**config.mk**
```make
export PLATFORM = sky130hd
export DESIGN_NAME = spi_target
export DESIGN_NICKNAME = d
export VERILOG_FILES = /design/src/rtl/spi_target.sv
export SDC_FILE = /design/constraint.sdc
export NUM_CORES = 1
export LEC_CHECK = 0
export CORE_MARGIN = 5
export CORE_UTILIZATION = 30
export CTS_CLUSTER_SIZE = 8
export DETAILED_ROUTE_END_ITERATION = 7
export PLACE_DENSITY = 0.55
export SETUP_SLACK_MARGIN = 0.1
export SYNTH_ARGS = -nofsm -noshare
export SYNTH_HDL_FRONTEND = slang
export SYNTH_SLANG_ARGS = --single-unit
```
**constraint.sdc**
```tcl
create_clock -name clk_48mhz -period 3.3 [get_ports clk_48mhz]
set_clock_uncertainty 0.2 [all_clocks]
set_input_delay 0.66 -clock clk_48mhz [delete_from_list [all_inputs] [get_ports clk_48mhz]]
set_output_delay 0.66 -clock clk_48mhz [all_outputs]
set_load 0.01 [all_outputs]
```
**src/rtl/spi_target.sv**
```systemverilog
`timescale 1ns/1ps
// spi_target: SPI mode-0 target (MSB first, full duplex). It oversamples the SPI pins on clk_48mhz
// and exchanges whole bytes with user logic.
// Latency: every pin event acts SYNC_STAGES+1 clk_48mhz cycles after the pin edge.
// Backpressure: rx has none, so user logic must take every rx_valid. tx uses a one-entry holding
// register with a valid/ready handshake, and IDLE_BYTE is sent when that register is empty.
// Ports: clk_48mhz/reset (async, active high); spi_sck/spi_cs_n/spi_mosi/spi_miso/spi_miso_oe pins;
// rx_data/rx_valid receive strobe; tx_data/tx_valid/tx_ready transmit handshake;
// tx_underrun/frame_start/frame_end event strobes.
// Optional: define SPI_TARGET_BYTECOUNT_EN to add rx_count[15:0], the number of bytes received in the frame.
module spi_target #(
  parameter int unsigned SYNC_STAGES = 2,      // legal 2..3
  parameter logic [7:0]  IDLE_BYTE   = 8'hFF
) (
  input  logic       clk_48mhz,
  input  logic       reset,
  input  logic       spi_sck,
  input  logic       spi_cs_n,
  input  logic       spi_mosi,
  output logic       spi_miso,
  output logic       spi_miso_oe,
  output logic [7:0] rx_data,
  output logic       rx_valid,
  input  logic [7:0] tx_data,
  input  logic       tx_valid,
  output logic       tx_ready,
  output logic       tx_underrun,
  output logic       frame_start,
  output logic       frame_end
`ifdef SPI_TARGET_BYTECOUNT_EN
  ,
  output logic [15:0] rx_count
`endif
);

  localparam int unsigned TOP = SYNC_STAGES - 1;

  typedef enum logic {ST_IDLE = 1'b0, ST_ACTIVE = 1'b1} state_t;

  state_t state, state_next;

  logic [SYNC_STAGES-1:0] sck_sync, cs_sync, mosi_sync;
  logic       sck_prev, cs_prev;
  logic       sck_rise, sck_fall, cs_fall, cs_rise, mosi_s;

  logic [2:0] bit_cnt;
  logic [7:0] rx_shift, tx_shift;
  logic [7:0] hold_data;
  logic       hold_full;

  logic       start_frame, end_frame, sample, load_tx, shift_tx;
  logic [7:0] load_val;

  // The synchroniser chains and their previous copies reset to 0. That includes cs_n.
  // If the host keeps cs_n low across a reset, no falling edge is seen afterwards, so no frame
  // starts until the host deselects and selects again. A rising edge seen while idle is ignored.
  always_ff @(posedge clk_48mhz or posedge reset) begin
    if (reset) begin
      sck_sync  <= '0;
      cs_sync   <= '0;
      mosi_sync <= '0;
      sck_prev  <= 1'b0;
      cs_prev   <= 1'b0;
    end else begin
      if (SYNC_STAGES > 1) begin
        sck_sync  <= {sck_sync[SYNC_STAGES-2:0], spi_sck};
        cs_sync   <= {cs_sync[SYNC_STAGES-2:0], spi_cs_n};
        mosi_sync <= {mosi_sync[SYNC_STAGES-2:0], spi_mosi};
      end
      sck_prev <= sck_sync[TOP];
      cs_prev  <= cs_sync[TOP];
    end
  end

  assign sck_rise = sck_sync[TOP] & ~sck_prev;
  assign sck_fall = ~sck_sync[TOP] & sck_prev;
  assign cs_fall  = ~cs_sync[TOP] & cs_prev;
  assign cs_rise  = cs_sync[TOP] & ~cs_prev;
  assign mosi_s   = mosi_sync[TOP];

  // State register.
  always_ff @(posedge clk_48mhz or posedge reset) begin
    if (reset) state <= ST_IDLE;
    else       state <= state_next;
  end

  // Next-state logic.
  always_comb begin
    state_next = state;
    case (state)
      ST_IDLE:   if (cs_fall) state_next = ST_ACTIVE;
      ST_ACTIVE: if (cs_rise) state_next = ST_IDLE;
      default:   state_next = ST_IDLE;
    endcase
  end

  // Per-cycle actions. A cs_n rise takes priority over an sck edge in the same cycle.
  always_comb begin
    start_frame = 1'b0;
    end_frame   = 1'b0;
    sample      = 1'b0;
    shift_tx    = 1'b0;
    load_tx     = 1'b0;
    case (state)
      ST_IDLE: begin
        start_frame = cs_fall;
        load_tx     = cs_fall;
      end
      ST_ACTIVE: begin
        end_frame = cs_rise;
        sample    = ~cs_rise & sck_rise;
        load_tx   = ~cs_rise & sck_fall & (bit_cnt == 3'd0);
        shift_tx  = ~cs_rise & sck_fall & (bit_cnt != 3'd0);
      end
      default: ;
    endcase
  end

  assign load_val = hold_full ? hold_data : IDLE_BYTE;
  assign tx_ready = ~hold_full;

  always_ff @(posedge clk_48mhz or posedge reset) begin
    if (reset) begin
      spi_miso    <= 1'b0;
      spi_miso_oe <= 1'b0;
      rx_data     <= 8'h00;
      rx_valid    <= 1'b0;
      tx_underrun <= 1'b0;
      frame_start <= 1'b0;
      frame_end   <= 1'b0;
      bit_cnt     <= 3'd0;
      rx_shift    <= 8'h00;
      tx_shift    <= 8'h00;
      hold_data   <= 8'h00;
      hold_full   <= 1'b0;
    end else begin
      rx_valid    <= 1'b0;
      tx_underrun <= 1'b0;
      frame_start <= start_frame;
      frame_end   <= end_frame;

      if (start_frame) begin
        bit_cnt     <= 3'd0;
        spi_miso_oe <= 1'b1;
      end
      if (end_frame) begin
        bit_cnt     <= 3'd0;
        spi_miso_oe <= 1'b0;
      end

      // MISO is registered together with the shift register, so the pin always shows the new bit 7.
      if (load_tx) begin
        tx_shift    <= load_val;
        spi_miso    <= load_val[7];
        tx_underrun <= ~hold_full;
      end else if (shift_tx) begin
        tx_shift <= {tx_shift[6:0], 1'b0};
        spi_miso <= tx_shift[6];
      end

      if (sample) begin
        rx_shift <= {rx_shift[6:0], mosi_s};
        bit_cnt  <= bit_cnt + 3'd1;
        if (bit_cnt == 3'd7) begin
          rx_data  <= {rx_shift[6:0], mosi_s};
          rx_valid <= 1'b1;
        end
      end

      // A consume needs a full register and a write needs an empty one, so they never collide.
      if (load_tx && hold_full) begin
        hold_full <= 1'b0;
      end else if (tx_valid && !hold_full) begin
        hold_full <= 1'b1;
        hold_data <= tx_data;
      end
    end
  end

`ifdef SPI_TARGET_BYTECOUNT_EN
  // Bytes received in the current frame. The count saturates and stays readable after frame_end.
  always_ff @(posedge clk_48mhz or posedge reset) begin
    if (reset) begin
      rx_count <= 16'h0000;
    end else if (start_frame) begin
      rx_count <= 16'h0000;
    end else if (sample && (bit_cnt == 3'd7) && (rx_count != 16'hFFFF)) begin
      rx_count <= rx_count + 16'd1;
    end
  end
`endif

endmodule

```
### After elaboration in Yosys (flattened, before gate mapping)

Index checks and enable logic that the tools add are counted.

* $add $sub $neg: 1
* equality and inequality tests: 1
* mux-type cells: 23
* bitwise gates (word level): 16
* reduce and logical (&&, ||, !) cells: 11

Operators by type and width (number)
* 1-bit 2-to-1 mux: 15
* 7-bit 2-to-1 mux: 2
* 3-bit 2-to-1 mux: 3
* 1-bit AND: 8
* 8-bit 2-to-1 mux: 1
* 1-bit inverter: 8
* 2-bit nonzero test: 3
* 3-bit nonzero test: 2
* 1-bit case mux with 2 select lines: 2
* 2-bit AND reduction: 2
* 3-bit by 1-bit adder with 3-bit output, second input constant: 1
* 3-bit equality test, second input constant: 1
* 3-bit zero test: 1
* 1-bit logical AND: 2
* 1-bit zero test: 1

* bits in registers: 49
* output and inout port bits: 15
* word-level logic and storage cells: 70

### Logic depth before layout (Yosys ltp)

* word-level depth: 9
* mapped depth: 6

### Least setup slack after synthesis

OpenSTA, ideal clock, no wires.

* path type: input to register
* start point: input tx_valid
* end point: register hold_data[0]
* setup time: 0.125 ns
* arrival: 1.402 ns
* required time: 2.975 ns
* slack: 1.573 ns
* stages: 3
* buffers on the path: 1
* cells stage by stage: nor2b_1 -> clkbuf_1 -> mux2_2

* longest elaborated chain between the ends: 2

RTL lines
* from (decl): line 25 `input logic tx_valid,`
* 1-bit logical AND: line 173 `end else if (tx_valid && !hold_full) begin`
* 2-bit AND reduction (no line)
* to (signal assigned): line 175 `hold_data <= tx_data;`
* to (decl): line 48 `logic [7:0] hold_data;`

No other way between the ends.
A chain may end at the register's enable or synchronous reset.

### Worst setup path after layout

* start point: register hold_full
* end point: output tx_ready

* longest elaborated chain between the ends: 1

RTL lines
* from (decl): line 49 `logic hold_full;`
* from (signal assigned): line 135 `hold_full <= 1'b0;`
* from (signal assigned): line 172 `hold_full <= 1'b0;`
* from (signal assigned): line 174 `hold_full <= 1'b1;`
* 1-bit inverter: line 120 `assign tx_ready = ~hold_full;`
* to (decl): line 26 `output logic tx_ready,`

No other way between the ends.

==> impl.org <==
** Cells and area
- Relative to the synthesized area, the layout overhead comes to 18.0%.
- For this run, the post-layout net count is a little under 200.
- Final Instance Count excl. Fillers :: approximately 270
- Fraction of final layout cells with drive strength greater than 1 :: between 20 and 25%
- 0 antenna diodes ended up in the layout.

** Job
- Max-cap violations :: 0

** Floorplanning
- Starting utilization of the core area :: 31.0%
- The core region is 6790 um2.
- In this run the count of I/O pins placed on the die edge is 29.
- Die Y :: 93.8 um
- Die width :: 93.8 um
- The floorplan has 30 rows.
- Total die area :: around 8800 um2

** Worst setup path
- The largest individual stage delay along the critical path comes from the cell clkdlybuf4s50_1.
- Together, buffers and inverters on the worst path number 2.
- The worst setup path is captured at an output pin.
- Tracing the worst setup path back leads to its startpoint at hold_full.
- For this run, the slowest stage of the critical path takes 0.55 ns.
- Kind of cell adding the most delay to the critical path :: buffers and inverters
- Type of element launching the critical path :: flip-flop
- Data on the critical path arrives at its endpoint at around 1.5 ns.
- Worst reg2reg startpoint :: state
- In this run the worst path has a maximum fanout of 10.
- In this run the critical register-to-register path is captured at tx_underrun.
- FF-to-FF path depth :: 4
- Crit Path Class :: reg2out
- Cell Chain, Critical Path :: clkinv_1, clkdlybuf4s50_1
- At the worst endpoint, the required time is 2.44 ns.
- Across all register-to-register paths, the minimum setup slack is around 1.4 ns.

** Pwr
- Ratio of total power to cell area :: ~660 nW/um2
- For this design the static power due to leakage is roughly 1.1 nW.
- Maximum resistive drop on vdd :: ~270 uV

** Routing
- DRT Wirelength :: roughly 3600 um
- The routed layout has around 1300 vias.
- The detail route stage leaves a number of antenna-violating nets equal to 0.
- Average detailed-routed wire length per instance :: approximately 13 um
- For this block, the initial DRC count from the detailed router was between 90 and 100.
- The first detailed-routing pass ran for 4 iterations.
- Number of design rule violations left after detail routing :: 0
- Vias/cell :: approximately 4.6

** Logic synthesis
- Yosys mapped a number of flops with a built-in enable equal to 0.
- Avg Synthesized Cell Area :: 13.9 um2
- Area of the mapped netlist :: 2100 um2
- Synth top cells by count :: dfrtp_1, mux2_2, a31oi_1, nand3_1, o22ai_1
- Top area cells in the synthesized netlist :: dfrtp_1, mux2_2, a311oi_1
- The synthesized netlist contains 35 unique library cells.
- Of the total synthesized cell area, the portion taken by AND, OR, NAND and NOR gates is under 10%.
- Fraction of post-synthesis cell area in the top cell type by area :: between 50% and 60%
- The synthesized netlist devotes approximately 1.8% of its cell area to adder and majority cells.
- The biggest area contributor in the post-synthesis netlist is dfrtp_1.
- Summing the areas of all compound-gate instances in the mapped netlist gives between 10 and 15% of the synthesized area.
- Of the post-synthesis cell area, the part taken by muxes is around an eighth.
- When the netlist entered floorplanning its net count stood at approximately 170.
- Counting flops and latches in the post-synthesis netlist gives 49.
- After Yosys synthesis, XOR and XNOR cells account for 0% of the synthesized area.
- Predominant post-synthesis flop cell :: dfrtp_1
- Most common cell in the netlist :: dfrtp_1
- Share of synthesized flip-flops with an asynchronous set or reset :: 100%
- Total number of yosys warnings :: 0
- After technology mapping, the gate count stands at around 150.
- Summing the sequential cell areas from Yosys gives 58.3% of the chip area.
- By area, the combinational part of the netlist is dominated by multiplexers.

** Timing
- Maximum operating frequency :: 0.431 GHz
- For the pin with the worst max-slew slack, the measured transition is 0.635 ns.
- After routing, the total negative slack on setup checks comes to 0 ns.
- Final Cycle Share :: 70.3%
- The hold violation total from the final report was 0.
- Final Max Slew Viols :: 0
- Headroom to the max-slew limit came out at 57.6%.
- Post-layout min period :: between 2 and 2.5 ns
- Final setup violation count :: 0
- Setup repair after global routing left no endpoint under its margin.

** Min path
- The tightest min-delay check is of the reg2reg type.
- Along the worst hold path, the cell count comes to 0.
- In this run the most critical hold path is launched from cs_sync[0].
- Terminating pin of the worst hold path :: cs_sync[1]

** Global routing
- Largest net degree at the start of global routing :: 50
- Summed over all layers, the global routing overflow is 0.
- The via count of the first global-routing pass came to roughly 1300.
- Wire length of the first global-routing pass :: around 6300 um
- Global routing consumed, over all layers together, 9.04% of the routing resources.
- The initial antenna violation count came to 0.

** Clock tree
- TritonCTS built the clock tree.
- Setup repair bufs after CTS :: 0
- Post-CTS repair changed the size of 0 cells.
- Number of clock sinks :: 49
- The clock tree synthesis step divided the H-tree into 2 levels.
- Hold repair after CTS inserted 0 buffers.
- Clock-pin slew of the registers on the worst-case setup and hold paths :: 0.08 ns
- Buffers inserted during clock tree synthesis total 5.
- Clock Latency Late Sink :: about 0.30 ns
- Buffer depth of the longest clock path :: 2
- Clock root buffer master :: clkbuf_8

** Place
- Port buffering added 28 buffers.
- Detailed placement ended at an HPWL of between 2000 and 2500 um.
- Routability-driven placement finished with a final weighted congestion of between 0.7 and 0.8.
- Counting tap cells, the placed design contains a total of between 200 and 300 instances.

** Status
- Outcome :: finished clean
## stage by stage
| step | util, % | hold WS, ns | worst slack (ns) | cell area, um2 | total power [mW] |
|---|---|---|---|---|---|
| 3_5_place_dp | 34.8 | 0.136 | 0.882 | 2370 | 1.21 |
| 5_1_grt | 36.5 | 0.165 | 0.851 | 2480 | 1.73 |
| 2_1_floorplan | - | 0.131 | 1.27 | 2100 | 1.14 |
| 4_1_cts | 36.5 | 0.157 | 0.962 | 2480 | 1.65 |
| 6_report | 36.5 | 0.153 | 0.980 | 2480 | 1.63 |
| 3_3_place_gp | 34.8 | 0.132 | 0.866 | 2370 | 1.20 |
## kinds of logic (layout without fill, tap and decap cells)
kind of cell / count (synthesis) / in the layout
AND/OR/NAND/NOR: 24 / 24
adder cells (fa/ha/maj): 3 / 3
multiplexers: 24 / 24
buffers and inverters: 20 / 46
flip-flops: 49 / 49
AO/OA/AOI/OAI: 31 / 31
## worst max path at each step
stage	to	slack, ns	depth (start not counted)
finish	tx_ready	0.98	2
detailed placement	hold_data[6]	0.88	3
CTS	tx_ready	0.96	2
floorplan	bit_cnt[0]	1.27	1
global placement	hold_data[6]	0.87	3
global route	tx_ready	0.85	2
## placed cells by master (no fill, tap or decap), types with 2 or more instances in the layout
master	instances
a311oi_1	7
a31oi_1	8
a32o_1	2
clkbuf_8	6
clkdlybuf4s50_1	28
dfrtp_1	49
ha_1	3
inv_1	6
mux2_2	23
nand2_1	2
nand2b_1	2
nand3_1	8
nor2b_1	3
o21ai_0	3
o22ai_1	8
## routing by layer
metal  track usage [%]  wire length, um
met3              2.96              168
met2              12.8             1560
met1              12.6             1800
met4              3.73               63
met5                 0                0
## layout make-up
type | count | area (um2)
repair buffers | 29 | 288
clock inverters | 1 | 30.0
flip-flops and latches | 49 | 1230
inverters | 9 | 46.3
well taps | 96 | 120
fillers | 676 | 4310
clock buffers | 7 | 86.3
multi-input cells | 82 | 686
## power breakdown
| part | total (mW) | switching, mW | internal, mW |
|---|---|---|---|
| clock | 0.436 | 0.189 | 0.247 |
| sequential | 0.853 | 0.0982 | 0.755 |
| combinational | 0.340 | 0.150 | 0.190 |
## sequential cells by signal, indices dropped and copies added, names as in the netlist, 2 cells and up
name,flops
hold_data,8
rx_data,8
rx_shift,7
tx_shift,7
bit_cnt,3
cs_sync,2
mosi_sync,2
sck_sync,2
Power figures use the tool's default switching activity.
